## src/rtl/multdiv_defs.sv

```systemverilog
// Shared definitions for the iterative multiply/divide unit and the decoder.
// Covers state and op encodings, latency, ALU opcodes and the INT_MIN constant.
package multdiv_defs;

   typedef enum logic [1:0] {
      ST_IDLE = 2'd0,
      ST_RUN  = 2'd1,
      ST_DONE = 2'd2
   } md_state_e;

   typedef enum logic {
      OP_MULT = 1'b0,
      OP_DIV  = 1'b1
   } md_op_e;

   localparam int          MD_LATENCY  = 33;
   localparam logic [2:0]  ALU_OP_MULT = 3'd6;
   localparam logic [2:0]  ALU_OP_DIV  = 3'd7;
   localparam logic [31:0] INT_MIN     = 32'h8000_0000;

endpackage

```

## src/rtl/abs_negate_32bit.sv

```systemverilog
// Two's-complement conditional negate; used for operand magnitudes and sign fixup.
// INT_MIN maps onto itself, which reads correctly as the unsigned magnitude 2^31.
module abs_negate_32bit (
   input  logic [31:0] in,
   input  logic        negate,
   output logic [31:0] out
);

   assign out = negate ? (~in + 32'd1) : in;

endmodule

```

## src/rtl/multdiv_unit.sv

```systemverilog
// Iterative signed 32-bit multiply (shift-add) / divide (restoring) unit.
// One bit per RUN cycle; result_ready pulses 33 cycles after the accepting edge.
module multdiv_unit
   import multdiv_defs::*;
#(
   parameter int DATA_WIDTH = 32,
   parameter int ITERS      = 32
) (
   input  logic                  clock,
   input  logic                  reset,
   input  logic                  start_mult,
   input  logic                  start_div,
   input  logic [DATA_WIDTH-1:0] operand_a,
   input  logic [DATA_WIDTH-1:0] operand_b,
   input  logic [4:0]            dest_in,
   output logic                  busy,
   output logic                  result_ready,
   output logic [DATA_WIDTH-1:0] result,
   output logic                  exception,
   output logic [4:0]            dest_out
);

   localparam int CW = $clog2(ITERS);

   md_state_e             state_q, state_d;
   md_op_e                op_q, op_d;
   logic [CW-1:0]         cnt_q, cnt_d;
   logic                  sign_a_q, sign_a_d;
   logic                  sign_b_q, sign_b_d;
   logic [DATA_WIDTH-1:0] mag_a_q, mag_a_d;
   logic [DATA_WIDTH-1:0] mag_b_q, mag_b_d;
   logic [63:0]           acc_q, acc_d;
   logic [4:0]            dest_q, dest_d;
   logic [DATA_WIDTH-1:0] result_q, result_d;
   logic                  exc_q, exc_d;
   logic [4:0]            dest_out_q, dest_out_d;

   logic [31:0] abs_a, abs_b, lo_fix, hi_fix;
   logic [32:0] mul_sum, div_shift, div_diff;
   logic [63:0] mul_step, div_step, prod;
   logic        neg, div_zero, fix_exc;
   logic [31:0] fix_result;

   abs_negate_32bit u_abs_a (.in(operand_a), .negate(operand_a[31]), .out(abs_a));
   abs_negate_32bit u_abs_b (.in(operand_b), .negate(operand_b[31]), .out(abs_b));
   // Product low word and quotient both live in acc_q[31:0], so one fixup serves both.
   abs_negate_32bit u_fix   (.in(acc_q[31:0]), .negate(neg), .out(lo_fix));

   always_comb begin
      // Multiply: accumulate into the upper half, shift multiplier out of the lower half.
      mul_sum  = {1'b0, acc_q[63:32]} + {1'b0, (acc_q[0] ? mag_a_q : 32'd0)};
      mul_step = {mul_sum, acc_q[31:1]};

      // Divide: acc_q holds {remainder, dividend/quotient}; the remainder never exceeds 32 bits.
      div_shift = {acc_q[63:32], acc_q[31]};
      div_diff  = div_shift - {1'b0, mag_b_q};
      if (!div_diff[32]) begin
         div_step = {div_diff[31:0], acc_q[30:0], 1'b1};
      end else begin
         div_step = {div_shift[31:0], acc_q[30:0], 1'b0};
      end
   end

   always_comb begin
      neg      = sign_a_q ^ sign_b_q;
      div_zero = (mag_b_q == 32'd0);
      // High word of the 64-bit negate takes the carry out of the low word.
      hi_fix   = neg ? (~acc_q[63:32] + {31'd0, (acc_q[31:0] == 32'd0)}) : acc_q[63:32];
      prod     = {hi_fix, lo_fix};
      if (op_q == OP_MULT) begin
         fix_result = lo_fix;
         fix_exc    = !((&prod[63:31]) || !(|prod[63:31]));
      end else begin
         fix_result = div_zero ? 32'd0 : lo_fix;
         fix_exc    = div_zero || (!neg && acc_q[31]);
      end
   end

   always_comb begin
      state_d    = state_q;
      op_d       = op_q;
      cnt_d      = cnt_q;
      sign_a_d   = sign_a_q;
      sign_b_d   = sign_b_q;
      mag_a_d    = mag_a_q;
      mag_b_d    = mag_b_q;
      acc_d      = acc_q;
      dest_d     = dest_q;
      result_d   = result_q;
      exc_d      = exc_q;
      dest_out_d = dest_out_q;

      case (state_q)
         ST_RUN: begin
            cnt_d = cnt_q + 1'b1;
            acc_d = (op_q == OP_MULT) ? mul_step : div_step;
            if (cnt_q == CW'(ITERS - 1)) begin
               state_d = ST_DONE;
            end
         end
         default: begin
            if (state_q == ST_DONE) begin
               result_d   = fix_result;
               exc_d      = fix_exc;
               dest_out_d = dest_q;
            end
            state_d = ST_IDLE;
            if (start_mult || start_div) begin
               state_d  = ST_RUN;
               op_d     = start_mult ? OP_MULT : OP_DIV;
               cnt_d    = '0;
               sign_a_d = operand_a[31];
               sign_b_d = operand_b[31];
               mag_a_d  = abs_a;
               mag_b_d  = abs_b;
               dest_d   = dest_in;
               acc_d    = {32'd0, (start_mult ? abs_b : abs_a)};
            end
         end
      endcase
   end

   always_ff @(posedge clock) begin
      if (reset) begin
         state_q    <= ST_IDLE;
         op_q       <= OP_MULT;
         cnt_q      <= '0;
         sign_a_q   <= 1'b0;
         sign_b_q   <= 1'b0;
         mag_a_q    <= '0;
         mag_b_q    <= '0;
         acc_q      <= '0;
         dest_q     <= '0;
         result_q   <= '0;
         exc_q      <= 1'b0;
         dest_out_q <= '0;
      end else begin
         state_q    <= state_d;
         op_q       <= op_d;
         cnt_q      <= cnt_d;
         sign_a_q   <= sign_a_d;
         sign_b_q   <= sign_b_d;
         mag_a_q    <= mag_a_d;
         mag_b_q    <= mag_b_d;
         acc_q      <= acc_d;
         dest_q     <= dest_d;
         result_q   <= result_d;
         exc_q      <= exc_d;
         dest_out_q <= dest_out_d;
      end
   end

   // In DONE the fresh result is shown directly; afterwards the held copy is.
   assign busy         = (state_q == ST_RUN);
   assign result_ready = (state_q == ST_DONE);
   assign result       = result_ready ? fix_result : result_q;
   assign exception    = result_ready ? fix_exc    : exc_q;
   assign dest_out     = result_ready ? dest_q     : dest_out_q;

endmodule

```

## config.mk

```make
export PLATFORM = sky130hd
export DESIGN_NAME = multdiv_unit
export DESIGN_NICKNAME = d
export VERILOG_FILES = /design/src/rtl/multdiv_defs.sv /design/src/rtl/abs_negate_32bit.sv /design/src/rtl/multdiv_unit.sv
export SDC_FILE = /design/constraint.sdc
export NUM_CORES = 1
export LEC_CHECK = 0
export CAP_MARGIN = 30
export CORE_UTILIZATION = 35
export DETAILED_ROUTE_END_ITERATION = 12
export SETUP_SLACK_MARGIN = 0.02
export SKIP_LAST_GASP = 1
export SLEW_MARGIN = 10
export SYNTH_ARGS = -nofsm -noshare
export SYNTH_HDL_FRONTEND = slang
export SYNTH_SLANG_ARGS = --single-unit
```

## constraint.sdc

```tcl
create_clock -name clock -period 14.08 [get_ports clock]
set_clock_uncertainty 0.15 [all_clocks]
set_input_delay 2.816 -clock clock [delete_from_list [all_inputs] [get_ports clock]]
set_output_delay 2.816 -clock clock [all_outputs]
set_load 0.02 [all_outputs]
```

==> run_results.csv <==
group,metric,value,unit
floorplan,fp.dieW,205,um
grt,grt_max_degree,88,
synthesis,synth_cell_types,84,
synthesis,ys_ff_latch,181,
sta,tns,0,ns
clock_tree,insertion_delay,0.46,ns
clock_tree,cts_setup_buffers,0,
power_and_ir_drop,combPwrFrac,0.286,
sta,relSlewSlack,0.303,
worst_setup_path,worstReg2RegEnd,"exc_q$_SDFFE_PP0N_",
place,placed_cell_area,15900,um2
power_and_ir_drop,vdd.ir_drop.worst,87.8,uV
synthesis,synthAdderAreaFrac,0.0645,
worst_setup_path,crit_fanout,10,
sta,max_freq,99.4,MHz
power_and_ir_drop,sw_frac_of_total,0.346,
place,place.gp.congestion,0.936,
drt,route.detailed.drc,0,
floorplan,std_cell_rows,73,
worst_setup_path,critPathKind,"register to output pin",
synthesis,synth_top_family_by_area,"compound AO/OA/AOI/OAI gates",
drt,drt_iter0_markers,1273,
cells_and_area,antenna_cells,0,
floorplan,core,40100,um2
power_and_ir_drop,power_density,90.3,nW/um2
place,hpwl,40200,um
cells_and_area,drive_above_1_share,0.0563,
sta,rsz0062_at_grt,"false",
worst_hold_path,hold_depth,2,
grt,grt-ovfl-total,0,
grt,antenna_found_initial,1,
cells_and_area,final_area,16500,um2
synthesis,ys_seq_area_frac,0.252,
clock_tree,hold_buffers,0,
sta,fin_crit,10.06,ns
synthesis,synthSimpleGateAreaFrac,0.235,
synthesis,synth-xor-area-share,0.0937,
worst_setup_path,critPathCaptureType,"output pin",
sta,finalCritPeriodShare,0.715,
synthesis,synth_compound_area_frac,0.259,
power_and_ir_drop,p_int,0.000977,W
place,numPortBuffers,112,
drt,wl_per_cell,21.1,um
sta,slew_violations,0,
synthesis,synth_fp_nets,2036,
floorplan,die_y,205,um
synthesis,syn_area,14400,um2
power_and_ir_drop,p_clk_frac,0.328,
drt,ant_nets,0,
synthesis,synth_warnings,0,
grt,grt_pass1_wl,78700,um
drt,vias,14400,
cells_and_area,final_nets,2068,
sta,hold_viol_final,0,
worst_setup_path,crit_required,11.11,ns
synthesis,synthMuxAreaShare,0.0462,
clock_tree,clockRootBuffer,"clkbuf_16",
drt,drt-total-wl,51800,um
worst_setup_path,critPathLaunchType,"register",
worst_setup_path,reg2reg_depth,16,
drt,drt-pass1-iter-count,6,
clock_tree,clock_sinks,181,
worst_setup_path,crit_arrival,7.10,ns
sta,hold_slack,0.304,ns
flow_run,drv_cap,0,
clock_tree,path_clk_slew,0.08,ns
worst_hold_path,hp-start,"mag_a_q[16]$_SDFFE_PP0P_",
sta,worst_pin_slew,1.03,ns
worst_hold_path,hold_path_class,"register to register",
power_and_ir_drop,fin_total_pwr,0.00149,W
clock_tree,ctsResizeCount,0,
run_status,status,"complete, no violations",
floorplan,initial_core_util,0.359,
synthesis,ys_async_sr_fraction,0,
worst_setup_path,rr_startpoint,"acc_q[2]$_SDFFE_PP0P_",
synthesis,synthCells,1890,
power_and_ir_drop,seq_power_share,0.386,
floorplan,dieArea,41900,um2
drt,vias_per_cell,5.86,
worst_hold_path,whs_endpoint,"mag_a_q[16]$_SDFFE_PP0P_",
clock_tree,cts_buffers,17,
clock_tree,tritoncts,"built",
worst_setup_path,reg2reg_setup_slack,7.76,ns
clock_tree,ctsHtreeMaxLevel,4,
power_and_ir_drop,p_switching,0.000517,W
sta,setup_viol,0,
grt,grt_pass1_vias,13400,
synthesis,synth_edf_count,0,
synthesis,avgSynthCellArea,7.61,um2
power_and_ir_drop,p_leak,6.36,nW
cells_and_area,layout-area-overhead-vs-synth,15.0,%
cells_and_area,utilization,0.412,
grt,grt_usage,0.246,
clock_tree,clockBufferDepth,2,
floorplan,ios,113,
synthesis,ys.flop_type,"dfxtp_1",
cell usage after synthesis, types with 10 or more instances:
cell type  instances  share of area
mux2_2            11         0.0086
dfxtp_1          181           0.25
nor3b_1           11         0.0057
a31oi_1           14         0.0061
ha_1              71          0.062
inv_1             59          0.015
nand3_1           21         0.0073
and2_1            69          0.030
or3_1             19         0.0083
nor4_1            25          0.011
a21o_1            30          0.016
nand2b_1          17         0.0074
o21ai_0          128          0.045
and3_1            12         0.0052
buf_1             12         0.0031
a22oi_1           21          0.011
o31ai_1           29          0.015
nor3_1            44          0.015
a211oi_1          72          0.038
a21oi_1          126          0.044
mux2i_1           54          0.038
nand2_1          187          0.049
o21a_1            10         0.0052
xnor2_1           86          0.052
xor2_1            66          0.040
o41ai_1           14         0.0085
nor2_1           185          0.048
or4_1             17         0.0089
nand4_1           22         0.0096
clkbuf_1          97          0.025
critical path, cell delays in order, from the launching register on:
cell,delay (ns)
dfxtp_1,0.39
or4_1,0.58
or4b_1,0.63
nor2_1,0.20
and2_1,0.28
nand2_1,0.14
nor3b_1,0.45
ha_1,0.28
nor3b_1,0.54
nand3_1,0.49
o31a_1,0.40
xnor2_1,0.14
or4_1,0.53
nor4_1,0.38
o2111ai_1,0.24
nor4_2,0.24
nor2_1,0.14
clkdlybuf4s50_1,0.58
layer usage:
layer	part of all wire	global-route usage	wire, um
met1	0.45	0.327	23200
met4	0.048	0.122	2480
met2	0.45	0.390	23500
met5	0	0	0
met3	0.053	0.0304	2720
sequential cells by signal (all words and copies together), names as in the netlist, 2 cells and up:
name        count
dest_q          5
result_q       32
dest_out_q      5
state_q         2
mag_b_q        32
acc_q          64
mag_a_q        32
cnt_q           5
final cells by class:
| cell class | count | area [um2] |
|---|---|---|
| fill | 4116 | 23600 |
| multi-input combinational | 1527 | 10100 |
| sequential | 181 | 3620 |
| timing repair buffer | 135 | 1320 |
| tap | 525 | 657 |
| clock buffer | 21 | 450 |
| inverter | 60 | 225 |
| clock inverter | 11 | 140 |
power groups by stage:
stage                     Sequential, W  Combinational [W]  Clock [W]
after floorplan                0.000570           0.000293          0
after detailed placement       0.000589           0.000416          0
after global placement         0.000587           0.000414          0
after CTS                      0.000577           0.000418   0.000498
after global routing           0.000580           0.000463   0.000523
final                          0.000577           0.000427   0.000491
layout by cell type (no fill, tap or decap), drive strengths merged, types with 22 or more instances in the layout:
| master | instances |
|---|---|
| buf | 24 |
| nand2 | 187 |
| ha | 71 |
| and2 | 69 |
| o31ai | 31 |
| clkdlybuf4s50 | 111 |
| a21oi | 126 |
| xnor2 | 86 |
| nor3 | 47 |
| nor4 | 27 |
| inv | 63 |
| xor2 | 67 |
| nor2 | 185 |
| a211oi | 73 |
| o21ai | 136 |
| dfxtp | 181 |
| mux2i | 54 |
| a21o | 30 |
| nand4 | 22 |
through the flow:
stage / setup slack [ns] / std cells
floorplan: 6.16 / 1890
CTS: 4.06 / 2456
global placement: 4.66 / 2424
finish: 4.02 / 2460
detailed placement: 4.59 / 2424
global route: 3.70 / 2460
cell families (layout without fill, tap and decap cells):
family                     Yosys count  count (layout)
DFF                                181             181
AOI/OAI and AO/OA                  559             559
xor gates and xnor gates           153             153
buffers and inverters              182             227
adders and majority gates           73              73
muxes                               65              65
and+or+nand+nor                    677             677
worst max path at each step:
stage                           from        end  slack [ns]
6_report       acc_q[2]$_SDFFE_PP0P_  exception        4.02
5_1_grt        acc_q[2]$_SDFFE_PP0P_  exception        3.70
4_1_cts        acc_q[0]$_SDFFE_PP0P_  exception        4.06
3_5_place_dp   acc_q[0]$_SDFFE_PP0P_  exception        4.59
3_3_place_gp   acc_q[0]$_SDFFE_PP0P_  exception        4.66
2_1_floorplan  acc_q[3]$_SDFFE_PP0P_  exception        6.16
No activity file was read; power rests on OpenSTA's default activity.
